### src/rtl/muldiv_unit_if.sv
// muldiv_unit_if: request/response bundle between the EX-stage control path and muldiv_unit.
//   master : control path; drives start/func3/rs1/rs2/rd_in/flush, observes busy/done/result/rd_out
//   slave  : muldiv_unit; the reverse directions
interface muldiv_unit_if #(
   parameter int unsigned XLEN  = 32,
   parameter int unsigned TAG_W = 5
);
   logic             start;
   logic [2:0]       func3;
   logic [XLEN-1:0]  rs1;
   logic [XLEN-1:0]  rs2;
   logic [TAG_W-1:0] rd_in;
   logic             flush;
   logic             busy;
   logic             done;
   logic [XLEN-1:0]  result;
   logic [TAG_W-1:0] rd_out;

   modport master (
      output start, func3, rs1, rs2, rd_in, flush,
      input  busy, done, result, rd_out
   );

   modport slave (
      input  start, func3, rs1, rs2, rd_in, flush,
      output busy, done, result, rd_out
   );
endinterface

### src/rtl/muldiv_unit.sv
// muldiv_unit: iterative RV32M-style multiply/divide engine, generalised to XLEN bits.
// One bit per cycle: shift-add multiply and restoring divide, with single-cycle fast paths
// for divide-by-zero and signed overflow.
// Ports:
//   clk  : rising-edge clock
//   rst  : asynchronous active-low reset
//   bus  : muldiv_unit_if slave modport
//          start/func3/rs1/rs2/rd_in/flush in; busy/done/result/rd_out out
module muldiv_unit #(
   parameter int unsigned XLEN  = 32,
   parameter int unsigned TAG_W = 5
) (
   input logic          clk,
   input logic          rst,
   muldiv_unit_if.slave bus
);
   localparam int unsigned CntW = $clog2(XLEN) + 1;

   typedef enum logic [1:0] {StIdle, StRun, StFin, StDone} state_e;

   state_e              state_q, state_d;
   logic [2:0]          op_q, op_d;
   logic [TAG_W-1:0]    tag_q, tag_d;
   logic [TAG_W-1:0]    rd_out_q, rd_out_d;
   logic [XLEN-1:0]     opnd_q, opnd_d;     // multiplicand or divisor magnitude
   logic [2*XLEN-1:0]   acc_q, acc_d;       // {hi, lo}: product, or {remainder, quotient}
   logic                neg_q, neg_d;
   logic [CntW-1:0]     cnt_q, cnt_d;
   logic [XLEN-1:0]     result_q, result_d;

   logic                sgn1, sgn2, ovf, fast;
   logic [XLEN-1:0]     mag1, mag2, fast_val;
   logic [XLEN:0]       mul_sum, div_sh, div_trial;
   logic [2*XLEN-1:0]   mul_next, div_next, mul_full, init_acc;
   logic [XLEN-1:0]     div_sel, div_res, fin_val;

   // Operand decode at the start edge
   always_comb begin
      sgn1     = 1'b0;
      sgn2     = 1'b0;
      fast     = 1'b0;
      fast_val = '0;
      unique case (bus.func3)
         3'b001, 3'b100, 3'b110: begin
            sgn1 = bus.rs1[XLEN-1];
            sgn2 = bus.rs2[XLEN-1];
         end
         3'b010:  sgn1 = bus.rs1[XLEN-1];
         default: ;
      endcase
      mag1 = sgn1 ? -bus.rs1 : bus.rs1;
      mag2 = sgn2 ? -bus.rs2 : bus.rs2;
      ovf  = bus.func3[2] && !bus.func3[0] &&
             (bus.rs1 == {1'b1, {(XLEN-1){1'b0}}}) && (bus.rs2 == '1);
      if (bus.func3[2] && (bus.rs2 == '0)) begin
         fast     = 1'b1;
         fast_val = bus.func3[1] ? bus.rs1 : '1;
      end else if (ovf) begin
         fast     = 1'b1;
         fast_val = bus.func3[1] ? '0 : bus.rs1;
      end
      // Dividend or multiplier sits in the low half and is shifted out as the loop runs
      init_acc = {{XLEN{1'b0}}, (bus.func3[2] ? mag1 : mag2)};
   end

   // One iteration of each algorithm, plus the final sign fix-up and result select
   always_comb begin
      mul_sum   = acc_q[0] ? ({1'b0, acc_q[2*XLEN-1:XLEN]} + {1'b0, opnd_q})
                           : {1'b0, acc_q[2*XLEN-1:XLEN]};
      mul_next  = {mul_sum, acc_q[XLEN-1:1]};

      // Partial remainder is below the divisor, so one extra bit holds the shifted value
      div_sh    = {acc_q[2*XLEN-1:XLEN], acc_q[XLEN-1]};
      div_trial = div_sh - {1'b0, opnd_q};
      if (div_trial[XLEN]) begin
         div_next = {div_sh[XLEN-1:0], acc_q[XLEN-2:0], 1'b0};
      end else begin
         div_next = {div_trial[XLEN-1:0], acc_q[XLEN-2:0], 1'b1};
      end

      mul_full = neg_q ? -acc_q : acc_q;
      div_sel  = op_q[1] ? acc_q[2*XLEN-1:XLEN] : acc_q[XLEN-1:0];
      div_res  = neg_q ? -div_sel : div_sel;
      unique case (op_q)
         3'b000:                 fin_val = mul_full[XLEN-1:0];
         3'b001, 3'b010, 3'b011: fin_val = mul_full[2*XLEN-1:XLEN];
         default:                fin_val = div_res;
      endcase
   end

   // Next-state logic
   always_comb begin
      state_d  = state_q;
      op_d     = op_q;
      tag_d    = tag_q;
      rd_out_d = rd_out_q;
      opnd_d   = opnd_q;
      acc_d    = acc_q;
      neg_d    = neg_q;
      cnt_d    = cnt_q;
      result_d = result_q;

      unique case (state_q)
         StIdle, StDone: begin
            state_d = StIdle;
            // flush blocks a new request; a completing DONE pulse is unaffected
            if (bus.start && !bus.flush) begin
               op_d   = bus.func3;
               tag_d  = bus.rd_in;
               opnd_d = bus.func3[2] ? mag2 : mag1;
               acc_d  = init_acc;
               neg_d  = (bus.func3[2] && bus.func3[1]) ? sgn1 : (sgn1 ^ sgn2);
               cnt_d  = '0;
               if (fast) begin
                  state_d  = StDone;
                  result_d = fast_val;
                  rd_out_d = bus.rd_in;
               end else begin
                  state_d = StRun;
               end
            end
         end
         StRun: begin
            if (bus.flush) begin
               state_d = StIdle;
            end else begin
               acc_d = op_q[2] ? div_next : mul_next;
               cnt_d = cnt_q + CntW'(1);
               if (cnt_q == CntW'(XLEN - 1)) begin
                  state_d = StFin;
               end
            end
         end
         StFin: begin
            if (bus.flush) begin
               state_d = StIdle;
            end else begin
               result_d = fin_val;
               rd_out_d = tag_q;
               state_d  = StDone;
            end
         end
         default: state_d = StIdle;
      endcase
   end

   always_ff @(posedge clk or negedge rst) begin
      if (!rst) begin
         state_q  <= StIdle;
         op_q     <= '0;
         tag_q    <= '0;
         rd_out_q <= '0;
         opnd_q   <= '0;
         acc_q    <= '0;
         neg_q    <= 1'b0;
         cnt_q    <= '0;
         result_q <= '0;
      end else begin
         state_q  <= state_d;
         op_q     <= op_d;
         tag_q    <= tag_d;
         rd_out_q <= rd_out_d;
         opnd_q   <= opnd_d;
         acc_q    <= acc_d;
         neg_q    <= neg_d;
         cnt_q    <= cnt_d;
         result_q <= result_d;
      end
   end

   assign bus.busy   = (state_q == StRun) || (state_q == StFin);
   assign bus.done   = (state_q == StDone);
   assign bus.result = result_q;
   assign bus.rd_out = rd_out_q;
endmodule

### src/flat_wrapper.sv
// flat-port wrapper written by rule: the top's interface ports become plain ports
module muldiv_unit_flat 
#(
   parameter int unsigned XLEN  = 32,
   parameter int unsigned TAG_W = 5
)
  (clk, rst, bus_start, bus_func3, bus_rs1, bus_rs2, bus_rd_in, bus_flush, bus_busy, bus_done, bus_result, bus_rd_out);
  muldiv_unit_if #(.XLEN(XLEN), .TAG_W(TAG_W)) bus_i ();
  input logic clk;
  input logic rst;
  input wire logic [$bits(bus_i.start)-1:0] bus_start;
  input wire logic [$bits(bus_i.func3)-1:0] bus_func3;
  input wire logic [$bits(bus_i.rs1)-1:0] bus_rs1;
  input wire logic [$bits(bus_i.rs2)-1:0] bus_rs2;
  input wire logic [$bits(bus_i.rd_in)-1:0] bus_rd_in;
  input wire logic [$bits(bus_i.flush)-1:0] bus_flush;
  output wire logic [$bits(bus_i.busy)-1:0] bus_busy;
  output wire logic [$bits(bus_i.done)-1:0] bus_done;
  output wire logic [$bits(bus_i.result)-1:0] bus_result;
  output wire logic [$bits(bus_i.rd_out)-1:0] bus_rd_out;
  assign bus_i.start = bus_start;
  assign bus_i.func3 = bus_func3;
  assign bus_i.rs1 = bus_rs1;
  assign bus_i.rs2 = bus_rs2;
  assign bus_i.rd_in = bus_rd_in;
  assign bus_i.flush = bus_flush;
  assign bus_busy = bus_i.busy;
  assign bus_done = bus_i.done;
  assign bus_result = bus_i.result;
  assign bus_rd_out = bus_i.rd_out;
  muldiv_unit #(.XLEN(XLEN), .TAG_W(TAG_W)) u_core (.clk(clk), .rst(rst), .bus(bus_i));
endmodule
### config.mk
export PLATFORM = sky130hd
export DESIGN_NAME = muldiv_unit_flat
export DESIGN_NICKNAME = d
export VERILOG_FILES = /design/src/rtl/muldiv_unit_if.sv /design/src/rtl/muldiv_unit.sv /design/src/flat_wrapper.sv
export SDC_FILE = /design/constraint.sdc
export NUM_CORES = 1
export LEC_CHECK = 0
export CAP_MARGIN = 20
export CORE_ASPECT_RATIO = 1.25
export CORE_MARGIN = 4
export CORE_UTILIZATION = 40
export CTS_CLUSTER_DIAMETER = 150
export DETAILED_ROUTE_END_ITERATION = 6
export GPL_TIMING_DRIVEN = 0
export PLACE_DENSITY = 0.6
export SYNTH_ARGS = -nofsm -noshare
export SYNTH_HDL_FRONTEND = slang
export SYNTH_SLANG_ARGS = --single-unit
### constraint.sdc
create_clock -name clk -period 4.6 [get_ports clk]
set_input_delay 0.69 -clock clk [delete_from_list [all_inputs] [get_ports clk]]
set_output_delay 0.69 -clock clk [all_outputs]
set_load 0.01 [all_outputs]
==> impl_metrics.ini, run 1 <==
[power_and_ir_drop]
power_density_nw_per_um2 = 733
total_leakage_power_uw = 0.00764
total_power_uw = 14000
ir_drop_mv = 0.295
power.internal_uw = 6210
swShare = 0.558
p_clk_frac = 0.107
p_comb_frac = 0.726
switchingPower_uw = 7830
seqPwrFrac = 0.167

[setup_path]
critical_path.max_stage_delay_ns = 0.56
critPathArrivalTime_ns = 4.92
critPathKind = register to register
reg2reg_depth = 13
regToRegEndpoint = u_core.bus.result[24]
crit_fanout = 11
path_cells = inv_1 -> buf_2 -> clkbuf_4 -> ha_1 -> nand2b_1 -> or3_1 -> or3_1 -> or3_1 -> o31ai_1 -> xor2_1 -> o221ai_1 -> a21oi_2 -> o21ai_1
cp-start-kind = register
path_common_cell = or3_1
r2r_start = u_core.acc_q[0]
crit_slowest_cell = dfrtp_2
cp-end-kind = register
r2r_slack_ns = 0.03
cp.required_ns = 4.95

[job]
max_cap_viol_count = 0

[timing]
clock_skew_ns = 0.0131
worst_pin_slew_ns = 1.17
fmax_mhz = 219
whs_ns = 0.111
finalMaxSlewViolations = 0
rsz0062_at_grt = false
finalHoldViolCount = 0
fin_crit_sh = 0.992
relSlewSlack = 0.217
setup_viol = 0
period_needed_ns = 4.57

[grt]
grt_pass1_wl_um = 119000
grt_pass1_vias = 18200
grt-ovfl-total = 0
antenna_found_initial = 1
grt_max_degree = 98
gr-usage-all-layers = 0.355

[clock_network]
cts_buffer_depth = 2
ctsHoldBuffers = 0
clock-root-buffer = clkbuf_16
insertion_delay_ns = 0.47
clk_pin_slew_worst_paths_ns = 0.07
cts.htree.levels = 4
cts_tree = built
cts_sinks = 150
numCtsBuffers = 17

[detailed_routing]
vias = 18400
drc = 0
vias_per_cell = 6.29
wirelength_um = 81700
drt_iter0_drc = 1782
wl_per_cell_um = 28.0
ant_nets = 0
drtPass1Iterations = 6

[die]
die_h_um = 235
ioPinCount = 115
row_count = 82
dieArea_um2 = 44500
initial_core_util = 0.408
die_w_um = 189
coreArea_um2 = 40300

[synthesis]
ys_seq_elements = 150
synthesis.area_um2 = 16400
synthArstFlopShare = 1.00
synth_nets = 2370
syn_inst = 2219
synth_flop_cell = dfrtp_1
avgSynthCellArea_um2 = 7.41
yosys_warnings = 0
synth_cell_type_count = 76
synth_edf_count = 0
synth_seq_area_share = 0.228

[placed_design]
place_congestion = 0.980
io_buffer_count = 111
dp_cells = 2883
dp_hpwl_um = 65000

[cells_and_area]
regArea_um2 = 3760
fillerInstances = 4183
fin_cells = 2921
final_common_cell = nand2_1
mostFrequentLayoutCells = 226 x nand2_1, 216 x o21ai_0, 203 x a21oi_1
n_antenna_cell = 0
syn2layout_area_growth_pct = 16.4
multiInputGateArea_um2 = 11800
drive_gt1_frac = 0.0648
fin_nets = 2513

[status]
status = finished, final reports clean

[worst_hold_path]
hp-class = input pin to async pin
[metal layers]
metal | routed length, um | GRT usage
met5 | 13 | 0
met4 | 5170 | 0.192
met3 | 5310 | 0.0647
met2 | 39400 | 0.613
met1 | 31700 | 0.416
[power groups by stage]
stage | clock (uW) | combinational (uW) | sequential, uW
6_report | 1510 | 10200 | 2340
5_1_grt | 1580 | 10900 | 2390
4_1_cts | 1530 | 9870 | 2320
3_5_place_dp | 0 | 9740 | 2320
3_3_place_gp | 0 | 9680 | 2310
2_1_floorplan | 0 | 6660 | 2150
[synthesized netlist by cell type, types with 12 or more instances]
master | count | share of area
nand2_1 | 226 | 0.052
o21ai_0 | 218 | 0.066
a21oi_1 | 207 | 0.063
nor2_1 | 177 | 0.040
clkbuf_1 | 153 | 0.035
dfrtp_1 | 150 | 0.23
xnor2_1 | 97 | 0.052
xor2_1 | 91 | 0.048
mux2i_1 | 76 | 0.046
ha_1 | 73 | 0.056
nor3_1 | 69 | 0.021
inv_1 | 68 | 0.016
nand3_1 | 54 | 0.016
mux2_2 | 47 | 0.032
o31ai_1 | 45 | 0.021
a211oi_1 | 34 | 0.016
a21o_1 | 33 | 0.015
nand4_1 | 29 | 0.011
buf_1 | 23 | 0.0052
or3_1 | 22 | 0.0084
nor4_1 | 20 | 0.0076
o21ai_1 | 20 | 0.0061
o221ai_1 | 20 | 0.011
or4_1 | 20 | 0.0091
a31oi_1 | 19 | 0.0072
a221oi_1 | 18 | 0.0096
nand2b_1 | 15 | 0.0057
o211ai_1 | 15 | 0.0068
nor2b_1 | 14 | 0.0053
o41ai_1 | 13 | 0.0069
o21bai_1 | 12 | 0.0055
[stage by stage]
| step | area [um2] | util | TNS, ns | worst slack (ns) |
|---|---|---|---|---|
| after floorplan | 16400 | - | 0 | 0.516 |
| after global placement | 18200 | 0.452 | -629.11 | -3.80 |
| after detailed placement | 18300 | 0.455 | -46.14 | -2.23 |
| after CTS | 19100 | 0.473 | 0 | 0.0187 |
| after global routing | 19100 | 0.475 | 0 | 0.0129 |
| final | 19100 | 0.475 | 0 | 0.0348 |
[critical path: cells and delay by family, from the launching register on]
kind,cells,cell delay [ns]
xor+xnor,1,0.18
simple gates,4,1.66
fa+ha+maj,1,0.24
buf+inv,3,0.85
compound gates,4,0.94
flops,1,0.56
[worst max-delay path by stage]
stage                          startpoint               endpoint  slack, ns  cells after the start
after global placement                rst       u_core.acc_q[58]      -3.80                      1
after CTS                 u_core.acc_q[0]  u_core.bus.result[30]       0.02                     13
final                     u_core.acc_q[0]  u_core.bus.result[24]       0.03                     13
after global routing      u_core.acc_q[0]  u_core.bus.result[24]       0.01                     13
after detailed placement   u_core.op_q[1]  u_core.bus.result[30]      -2.23                     16
after floorplan            u_core.op_q[1]  u_core.bus.result[30]       0.52                     16
[state kept, by name (all words and copies together) (netlist names), 2 cells and up]
name,count
u_core.state_q,2
u_core.bus.rd_out,5
u_core.opnd_q,32
u_core.tag_q,5
u_core.acc_q,64
u_core.cnt_q,6
u_core.op_q,3
u_core.bus.result,32
[cell families (layout without fill, tap and decap cells)]
family / after synthesis / count (layout) / share of synthesized area
adders and majority gates: 75 / 75 / 0.0580
xor gates and xnor gates: 188 / 188 / 0.100
and+or+nand+nor: 694 / 694 / 0.200
AOI/OAI and AO/OA: 733 / 733 / 0.276
buffers and inverters: 256 / 412 / 0.0596
DFF: 150 / 150 / 0.228
muxes: 123 / 123 / 0.0784
[cell type report]
class	count	share of cell area
clock inverter	14	0.00869
sequential	150	0.196
timing repair buffer	125	0.0652
multi-input combinational	1813	0.619
buffer	186	0.0390
clock buffer	18	0.0229
tap	546	0.0357
inverter	69	0.0137
[what timing repair did]
action                                  4_1_cts  5_1_grt
gates resized for setup                      28       18
pin swaps                                     2        0
setup buffers                                 4        2
endpoints found under the setup margin       64       41
Note: power is estimated with default switching activity, not from simulation.
==> inputs of run 2 (changes only) <==
==> constraint.sdc (replaced) <==
create_clock -name clk -period 5.9 [get_ports clk]
set_input_delay 0.885 -clock clk [delete_from_list [all_inputs] [get_ports clk]]
set_output_delay 0.885 -clock clk [all_outputs]
set_load 0.01 [all_outputs]
==> impl_metrics.ini, run 2 (same netlist as run 1, synthesis figures left out) <==
[status]
status = finished, final reports clean

[placed_design]
place_congestion = 0.980
pre_cts_ws_ns = -0.933
dp_hpwl_um = 65000
io_buffer_count = 111

[die]
row_count = 82
die_w_um = 189
ioPinCount = 115
dieArea_um2 = 44500
initial_core_util = 0.408
coreArea_um2 = 40300
die_h_um = 235

[detailed_routing]
drtPass1Iterations = 6
drc = 0
wl_per_cell_um = 27.9
vias_per_cell = 6.31
drt_iter0_drc = 1773
wirelength_um = 81400
ant_nets = 0
vias = 18400

[power_and_ir_drop]
ir_drop_mv = 0.229
power_density_nw_per_um2 = 571
total_leakage_power_uw = 0.00753

[cells_and_area]
drive_gt1_frac = 0.0515
n_antenna_cell = 0
largest_register = u_core.acc_q
syn2layout_area_growth_pct = 15.2
regArea_um2 = 3750
final_common_cell = nand2_1
largest_register_ffs = 64
multiInputGateArea_um2 = 11700
fillerInstances = 4202
fin_nets = 2507
mostFrequentLayoutCells = 226 x nand2_1, 218 x o21ai_0, 207 x a21oi_1

[timing]
worst_pin_slew_ns = 1.19
period_needed_ns = 5.90
relSlewSlack = 0.204
whs_ns = 0.304
finalMaxSlewViolations = 0
clock_skew_ns = 0.0148
setup_viol = 0
finalHoldViolCount = 0
fmax_mhz = 170
setup_slack_ns = 0.00307
fin_crit_sh = 0.999
rsz0062_at_grt = false

[setup_path]
crit_fanout = 19
cp_top_family = buffers and inverters
r2r_start = u_core.op_q[1]
critPathArrivalTime_ns = 6.25
critical_path_buf_inv_count = 4
cp.required_ns = 6.26
crit_path_start = u_core.op_q[1]
path_common_cell = o21ai_0
path_cells = clkbuf_1 -> clkbuf_2 -> clkbuf_4 -> buf_2 -> mux2i_1 -> ha_1 -> o21ai_0 -> nor4_1 -> nand4_1 -> o21ai_0 -> nor2_1 -> o21ai_0 -> o311ai_0 -> o221ai_1 -> nand2_1
cp-start-kind = register
cp-end-kind = register
critical_path.max_stage_delay_ns = 0.71
critPathKind = register to register
crit_slowest_cell = nor4_1

[clock_network]
clk_pin_slew_worst_paths_ns = 0.07
clock-root-buffer = clkbuf_16
numCtsBuffers = 17
cts_sinks = 150
cts.htree.levels = 4
insertion_delay_ns = 0.47
cts_tree = built
ctsHoldBuffers = 0
cts_buffer_depth = 2
cts_setup_buffers = 0

[grt]
grt_pass1_wl_um = 118000
antenna_found_initial = 0
grt_pass1_vias = 18100
grt-ovfl-total = 0
gr-usage-all-layers = 0.354
grt_max_degree = 98

[job]
max_cap_viol_count = 0

[worst_hold_path]
hp-class = input pin to async pin
run 2: cell count changes in the layout (fill, tap and decap cells not counted), moves of 4 or more:
| cell | before | now |
|---|---|---|
| a21oi_2 | 4 | 0 |
| a21oi_1 | 203 | 207 |
| buf_4 | 12 | 3 |
| clkbuf_1 | 144 | 151 |
run 2: area by class of cell:
| type | instances | area share |
|---|---|---|
| Tap cell | 546 | 0.0360 |
| Clock inverter | 14 | 0.00878 |
| Multi-Input combinational cell | 1813 | 0.619 |
| Inverter | 69 | 0.0137 |
| Clock buffer | 18 | 0.0232 |
| Timing Repair Buffer | 119 | 0.0634 |
| Sequential cell | 150 | 0.198 |
| Buffer | 186 | 0.0382 |
run 2: worst reg2reg max path, cell delays in order, from the launching register on:
cell,delay [ns]
dfrtp_1,0.44
clkbuf_1,0.51
clkbuf_2,0.42
clkbuf_4,0.46
buf_2,0.50
mux2i_1,0.29
ha_1,0.29
o21ai_0,0.19
nor4_1,0.71
nand4_1,0.56
o21ai_0,0.46
nor2_1,0.06
o21ai_0,0.15
o311ai_0,0.35
o221ai_1,0.29
nand2_1,0.08
run 2: routing by layer:
layer | global-route usage | wire length [um]
met4 | 0.182 | 4710
met5 | 0 | 0
met2 | 0.614 | 39800
met3 | 0.0674 | 5230
met1 | 0.413 | 31700
run 2: what timing repair did:
action	CTS	global route
endpoints found under the setup margin	9	4
gates resized for setup	2	4
endpoints found under the hold margin	0	0
run 2: worst paths after layout:
| path | end | slack [ns] | depth (start not counted) |
|---|---|---|---|
| setup / recovery | u_core.bus.result[30] | 0.003 | 15 |
| hold / removal | u_core.bus.result[5] | 0.30 | 1 |
| setup reg to reg | u_core.bus.result[30] | 0.003 | 15 |
| hold reg to reg | u_core.bus.result[30] | 0.48 | 2 |
| max in group asynchronous | u_core.opnd_q[30] | 4.69 | 2 |
| min in group clk | u_core.bus.result[30] | 0.48 | 2 |
run 2: power by group:
part | leakage [uW] | total [uW] | internal (uW) | switching, uW
sequential | 0.00191 | 1810 | 1410 | 401
clock | 0.000294 | 1180 | 646 | 532
combinational | 0.00532 | 7850 | 2740 | 5100
total | 0.00753 | 10800 | 4800 | 6030
run 2: per-stage QoR:
step	util	total power (uW)	setup TNS (ns)	instances	area, um2
floorplan	-	6870	0	2219	16400
global placement	0.452	9350	-406.25	2876	18200
detailed placement	0.455	9400	-4.69	2883	18300
CTS	0.470	10600	0	2914	18900
global route	0.470	11500	0	2915	19000
finish	0.470	10800	0	2915	19000
